<file path="src/rtl/df_i_tdm.sv">
// df_i_tdm: multi-channel Direct Form I IIR filter; one shared MAC walks b0..bN, a1..aN per sample.
// Define DF_I_TDM_SATURATE_EN to clamp results (adds the sat strobe); otherwise results wrap.
module df_i_tdm #(
  parameter int unsigned CHANNELS    = 4,
  parameter int unsigned N           = 2,
  parameter int unsigned PRECISION   = 16,
  parameter int unsigned COEFF_WIDTH = 8,
  parameter int unsigned Q           = 6,
  localparam int unsigned CHAN_W     = (CHANNELS > 1) ? $clog2(CHANNELS) : 1,
  localparam int unsigned TAPS       = 2 * N + 1
) (
  input  logic                          clk,
  input  logic                          rst_n,
  input  logic signed [PRECISION-1:0]   x,
  input  logic [CHAN_W-1:0]             x_chan,
  input  logic                          x_valid,
  output logic                          x_ready,
  input  logic [TAPS*COEFF_WIDTH-1:0]   packed_coeffs,
  output logic signed [PRECISION-1:0]   y,
  output logic [CHAN_W-1:0]             y_chan,
  output logic                          y_valid
`ifdef DF_I_TDM_SATURATE_EN
  ,
  output logic                          sat
`endif
);

  localparam int unsigned TAP_W  = $clog2(TAPS);
  localparam int unsigned PROD_W = PRECISION + COEFF_WIDTH;
  localparam int unsigned ACC_W  = PROD_W + $clog2(TAPS) + 1;

  typedef logic signed [PRECISION-1:0] sample_t;
  typedef enum logic [1:0] {IDLE, MAC, SCALE, OUT} state_e;

  state_e                      state_q, state_d;
  logic [TAP_W-1:0]            tap_q, tap_d;
  logic signed [ACC_W-1:0]     acc_q, acc_d;
  sample_t                     x_q, x_d;
  logic [CHAN_W-1:0]           chan_q, chan_d;
  logic [TAPS*COEFF_WIDTH-1:0] coeffs_q, coeffs_d;
  sample_t                     xh_q [CHANNELS][N];
  sample_t                     xh_d [CHANNELS][N];
  sample_t                     yh_q [CHANNELS][N];
  sample_t                     yh_d [CHANNELS][N];
  sample_t                     y_q, y_d;
  logic [CHAN_W-1:0]           y_chan_q, y_chan_d;
  logic                        y_valid_q, y_valid_d;
  logic                        x_ready_q, x_ready_d;

  logic signed [COEFF_WIDTH-1:0] coef;
  sample_t                       operand;
  logic                          chan_hit;
  logic                          feedback;
  logic signed [PROD_W-1:0]      prod;
  logic signed [ACC_W-1:0]       prod_ext;
  logic signed [ACC_W-1:0]       scaled;
  sample_t                       y_new;

  // Tap operand select: coefficient by tap position, sample from the active channel's history.
  always_comb begin
    coef     = '0;
    operand  = '0;
    chan_hit = 1'b0;
    for (int i = 0; i < TAPS; i++) begin
      if (tap_q == TAP_W'(i)) coef = coeffs_q[(TAPS-i)*COEFF_WIDTH-1 -: COEFF_WIDTH];
    end
    if (tap_q == '0) operand = x_q;
    for (int c = 0; c < CHANNELS; c++) begin
      if (chan_q == CHAN_W'(c)) begin
        chan_hit = 1'b1;
        for (int k = 0; k < N; k++) begin
          if (tap_q == TAP_W'(k + 1))     operand = xh_q[c][k];
          if (tap_q == TAP_W'(N + 1 + k)) operand = yh_q[c][k];
        end
      end
    end
  end

  assign feedback = (tap_q > TAP_W'(N));
  assign prod     = PROD_W'(operand) * PROD_W'(coef);
  assign prod_ext = ACC_W'(prod);
  assign scaled   = acc_q >>> Q;

`ifdef DF_I_TDM_SATURATE_EN
  localparam logic signed [ACC_W-1:0] SAT_MAX = {{(ACC_W-PRECISION+1){1'b0}}, {(PRECISION-1){1'b1}}};
  localparam logic signed [ACC_W-1:0] SAT_MIN = {{(ACC_W-PRECISION+1){1'b1}}, {(PRECISION-1){1'b0}}};

  logic clamp;
  logic sat_q, sat_d;

  always_comb begin
    clamp = 1'b1;
    if (scaled > SAT_MAX)      y_new = SAT_MAX[PRECISION-1:0];
    else if (scaled < SAT_MIN) y_new = SAT_MIN[PRECISION-1:0];
    else begin
      clamp = 1'b0;
      y_new = scaled[PRECISION-1:0];
    end
  end

  assign sat = sat_q;
`else
  logic unused_scaled_msbs;

  assign y_new              = scaled[PRECISION-1:0];
  assign unused_scaled_msbs = ^scaled[ACC_W-1:PRECISION];
`endif

  // Sequencer: accept, 2N+1 MAC cycles, scale/commit, output strobe (which may accept again).
  always_comb begin
    state_d   = state_q;
    tap_d     = tap_q;
    acc_d     = acc_q;
    x_d       = x_q;
    chan_d    = chan_q;
    coeffs_d  = coeffs_q;
    xh_d      = xh_q;
    yh_d      = yh_q;
    y_d       = y_q;
    y_chan_d  = y_chan_q;
    y_valid_d = 1'b0;
    x_ready_d = x_ready_q;
`ifdef DF_I_TDM_SATURATE_EN
    sat_d     = 1'b0;
`endif
    unique case (state_q)
      IDLE, OUT: begin
        if (x_valid && x_ready_q) begin
          x_d       = x;
          chan_d    = x_chan;
          coeffs_d  = packed_coeffs;
          acc_d     = '0;
          tap_d     = '0;
          x_ready_d = 1'b0;
          state_d   = MAC;
        end else begin
          state_d = IDLE;
        end
      end
      MAC: begin
        acc_d = feedback ? (acc_q - prod_ext) : (acc_q + prod_ext);
        if (tap_q == TAP_W'(TAPS - 1)) state_d = SCALE;
        else                           tap_d   = tap_q + TAP_W'(1);
      end
      SCALE: begin
        // Out-of-range channels run the schedule but commit nothing.
        if (chan_hit) begin
          y_d       = y_new;
          y_chan_d  = chan_q;
          y_valid_d = 1'b1;
`ifdef DF_I_TDM_SATURATE_EN
          sat_d     = clamp;
`endif
          for (int c = 0; c < CHANNELS; c++) begin
            if (chan_q == CHAN_W'(c)) begin
              for (int k = N - 1; k > 0; k--) begin
                xh_d[c][k] = xh_q[c][k-1];
                yh_d[c][k] = yh_q[c][k-1];
              end
              xh_d[c][0] = x_q;
              yh_d[c][0] = y_new;
            end
          end
        end
        x_ready_d = 1'b1;
        state_d   = OUT;
      end
      default: state_d = IDLE;
    endcase
  end

  always_ff @(posedge clk or negedge rst_n) begin
    if (!rst_n) begin
      state_q   <= IDLE;
      tap_q     <= '0;
      acc_q     <= '0;
      x_q       <= '0;
      chan_q    <= '0;
      coeffs_q  <= '0;
      xh_q      <= '{default: '0};
      yh_q      <= '{default: '0};
      y_q       <= '0;
      y_chan_q  <= '0;
      y_valid_q <= 1'b0;
      x_ready_q <= 1'b1;
`ifdef DF_I_TDM_SATURATE_EN
      sat_q     <= 1'b0;
`endif
    end else begin
      state_q   <= state_d;
      tap_q     <= tap_d;
      acc_q     <= acc_d;
      x_q       <= x_d;
      chan_q    <= chan_d;
      coeffs_q  <= coeffs_d;
      xh_q      <= xh_d;
      yh_q      <= yh_d;
      y_q       <= y_d;
      y_chan_q  <= y_chan_d;
      y_valid_q <= y_valid_d;
      x_ready_q <= x_ready_d;
`ifdef DF_I_TDM_SATURATE_EN
      sat_q     <= sat_d;
`endif
    end
  end

  assign x_ready = x_ready_q;
  assign y       = y_q;
  assign y_chan  = y_chan_q;
  assign y_valid = y_valid_q;

endmodule

</file>
<file path="config.mk">
export PLATFORM = sky130hd
export DESIGN_NAME = df_i_tdm
export DESIGN_NICKNAME = d
export VERILOG_FILES = /design/src/rtl/df_i_tdm.sv
export SDC_FILE = /design/constraint.sdc
export NUM_CORES = 1
export LEC_CHECK = 0
export ABC_AREA = 1
export CAP_MARGIN = 40
export CORE_UTILIZATION = 23
export CTS_BUF_LIST = sky130_fd_sc_hd__clkbuf_8
export DETAILED_ROUTE_END_ITERATION = 12
export GPL_TIMING_DRIVEN = 0
export HOLD_SLACK_MARGIN = 0.06
export PLACE_DENSITY = 0.37
export SLEW_MARGIN = 25
export SYNTH_ARGS = -nofsm -noshare
export SYNTH_HDL_FRONTEND = slang
export SYNTH_SLANG_ARGS = --single-unit
</file>
<file path="constraint.sdc">
create_clock -name clk -period 26 [get_ports clk]
set_clock_uncertainty 0.2 [all_clocks]
set_input_delay 5.2 -clock clk [delete_from_list [all_inputs] [get_ports clk]]
set_output_delay 5.2 -clock clk [all_outputs]
set_load 0.1 [all_outputs]
</file>
==> results.md <==
* I/O pin cnt at 81
* Dpl ws at 14260 ps
* Layout cell share with drive strength beyond 1 at between 7 and 8%
* Port bufs at 80
* Final critical-path share of the clock period at 45.2%
* Dpl cells at 4327
* Synthesized Nets at 3172
* Crit path kind: reg2reg
* Row cnt at about 110
* GRT overflow at 0
* YS warnings at 0
* Final GP Congestion at about 0.82
* Finished Layout Cells at around 4500
* Pin count of the biggest net entering global routing at 79
* Met3 GRT Util at under 10%
* Final Util at between 20% and 30%
* Top FF cell, synth: dfrtp_1
* Max-cap violations at 0
* FFs w/ async S/R, synth at 100%
* Met2 usage at around 31%
* DRT antenna net count at 0
* CTS tree: built
* CP Max Fanout at 10
* RSZ-0062 raised after global routing: false
* Hold Vio Cnt, Final at 0
* Fmax achieved at 85.1 MHz
* Crit path top cell by count: inv_1
* Final Setup Violations at 0
* Register area share after synthesis at 39.7%
* DIE AREA at 100000 um2
* Wirelength, routed at between 90000 and 100000 um
* Setup_tns at 0 ps
* First DRT Iteration DRCs at ~1400
* Cell count after synthesis at 2943
* Req. time, crit path at 26370 ps
* H-tree Lvls at 3
* Vias in the first global route at roughly 21000
* Initial Util at 23.4%
* Synth Register Bits at 361
* Grt met1 use at roughly 28%
* Clk_lat worst skew at around 700 ps
* # hold bufs at CTS at 0
* Clk root buf: clkbuf_8
* Nets at approximately 3400
* Hold path cells at 2
* Tot GR Track Use at about a fifth
* Final slew viol count at 0
* Multi-input combinational cell area at between 10000 and 15000 um2
* First-pass GRT wire length at between 100000 and 150000 um
* Drt wl/cell at roughly 22 um
* Final Critical Period at ~12000 ps
* CP peak stage delay at about 730 ps
* DRC viols at 0
* Avg Cell Area, Syn at 7.73 um2
* CTS buffer count at 74
* Storage element area at ~9000 um2
* Clock buffer depth at 3
* Top cells by area, synth: dfrtp_1 (40%), nand2_1 (14%), fa_1 (8.5%)
* Area grow syn2layout at 19.7%
* Synth Cell Area at ~23000 um2
* Yosys cell types at 55
* Slowest cell on crit path: a22oi_1
* Via/cell ratio at 4.50
* Worst Setup Start Kind: flop
* Yosys top cell area share at between 30 and 40%
* DR vias at ~20000
* Synth area leader: dfrtp_1
* Setup Buffers After CTS at 0
* Critical Path Sink Type: flop
* 1st-pass router iterations at 5
* Die width at approximately 320 um
* CTS Sinks at roughly 360
* Filler instances at between 10000 and 15000
* Initial antenna violation count at 2
* Number of synthesized flops with an enable pin at 0
* Hold WC Path Type: reg2reg
* Clock Pin Slew Worst Setup and Hold Paths at about 60 ps
* Run status: completed
* DP Wirelength at ~73000 um
* Least-Margin Pin Slew at a little over 900 ps
* GRT Max-Usage Layer: met2
* Reg2reg path depth at between 40 and 50
* Resize count post-CTS at 0
* Die span in y at approximately 320 um
* Max-slew headroom at a little under two fifths
* Core ar. at just under 100000 um2
* Setup ws final at roughly 14000 ps
* Arrival time at the worst endpoint at approximately 12000 ps
-- state kept, by name, summed over array words and instances, names as in the netlist, 2 cells and up --
signal	flops
y_chan	2
chan_q	2
yh_q	128
xh_q	128
state_q	2
acc_q	22
coeffs_q	40
x_q	16
y	16
tap_q	3
-- layer usage --
layer / wire, um / vias up
met4: 2290 / 0
met2: 42900 / 459
met3: 3910 / 112
li1: - / 9718
met5: 0 / -
met1: 47100 / 9768
-- cells in the final DEF (no fill, tap or decap), types with 5 or more instances in the layout --
cell and count:
a21oi_1 80, a31oi_1 11, buf_1 14, buf_16 11, buf_2 33, buf_6 7, buf_8 15, clkbuf_1 101
clkbuf_8 93, clkdlybuf4s50_1 79, clkinv_2 9, dfrtp_1 360, fa_1 97, ha_1 71, inv_1 450, inv_2 5
mux2_2 17, nand2_1 842, nand2_2 21, nand3_1 72, nand4_1 6, nor2_1 150, nor2_2 7, nor3_1 14
o211ai_1 32, o21ai_0 349, o21ai_1 35, o21bai_1 18, o22ai_1 80, xnor2_1 15, xor2_1 27
-- synth_stat cells (4+ instances only) --
library cell,count
a211oi_1,4
a21oi_1,80
a22oi_1,4
a31oi_1,11
buf_1,14
buf_2,32
clkbuf_1,101
dfrtp_1,360
fa_1,97
ha_1,71
inv_1,433
inv_2,5
mux2_2,17
nand2_1,842
nand2_2,21
nand3_1,72
nand4_1,6
nor2_1,150
nor2_2,7
nor3_1,14
nor3_2,4
o211ai_1,32
o21a_1,4
o21ai_0,349
o21ai_1,35
o21bai_1,18
o22ai_1,81
or2_2,4
xnor2_1,15
xor2_1,27
-- through the flow --
stage | hold WS (ps) | area [um2]
after floorplan | 237 | 22700
after global placement | 254 | 25100
after detailed placement | 262 | 25700
after CTS | 272 | 27200
after global routing | 281 | 27200
final | 270 | 27200
-- worst paths after layout --
kind / slack (ps) / endpoint / from
setup / recovery: 14250 / acc_q[21] / tap_q[0]
setup reg to reg: 14250 / acc_q[21] / tap_q[0]
min in group asynchronous: 4160 / y[10] / rst_n
max in group asynchronous: 20060 / xh_q[50] / rst_n
hold / removal: 270 / y[8] / y[8]
hold reg to reg: 270 / y[8] / y[8]
-- cells by family (layout without fill, tap and decap cells) --
logic type	after synthesis	count (layout)	synth area share, %
DFF	361	361	39.7
muxes	17	17	0.842
AOI/OAI and AO/OA	632	632	15.4
xor gates and xnor gates	42	42	1.62
and+or+nand+nor	1130	1130	19.9
buffers and inverters	593	830	10.1
other	0	1	0
adders and majority gates	168	168	12.4
-- worst max-delay path, delay by kind of cell, from the launching register on --
family,cells,cell delay [ps]
adders and majority gates,8,3360
AOI/OAI and AO/OA,7,1920
DFF,1,450
and+or+nand+nor,15,1770
buffers and inverters,13,3290
xor gates and xnor gates,2,610
-- final cells by class --
class                           instances  area share [%]
Clock inverter                         34           0.823
Sequential cell                       361            33.2
Timing Repair Buffer                  110            5.03
Multi-Input combinational cell       1989            41.9
Tap cell                             1276            5.87
Inverter                              440            6.08
Antenna cell                            1         0.00919
Buffer                                153            2.38
Clock buffer                           93            4.70
Power is left out: the tool's default activity adds up to more than one toggle a clock period on the data nets, which glitch-free logic cannot reach.
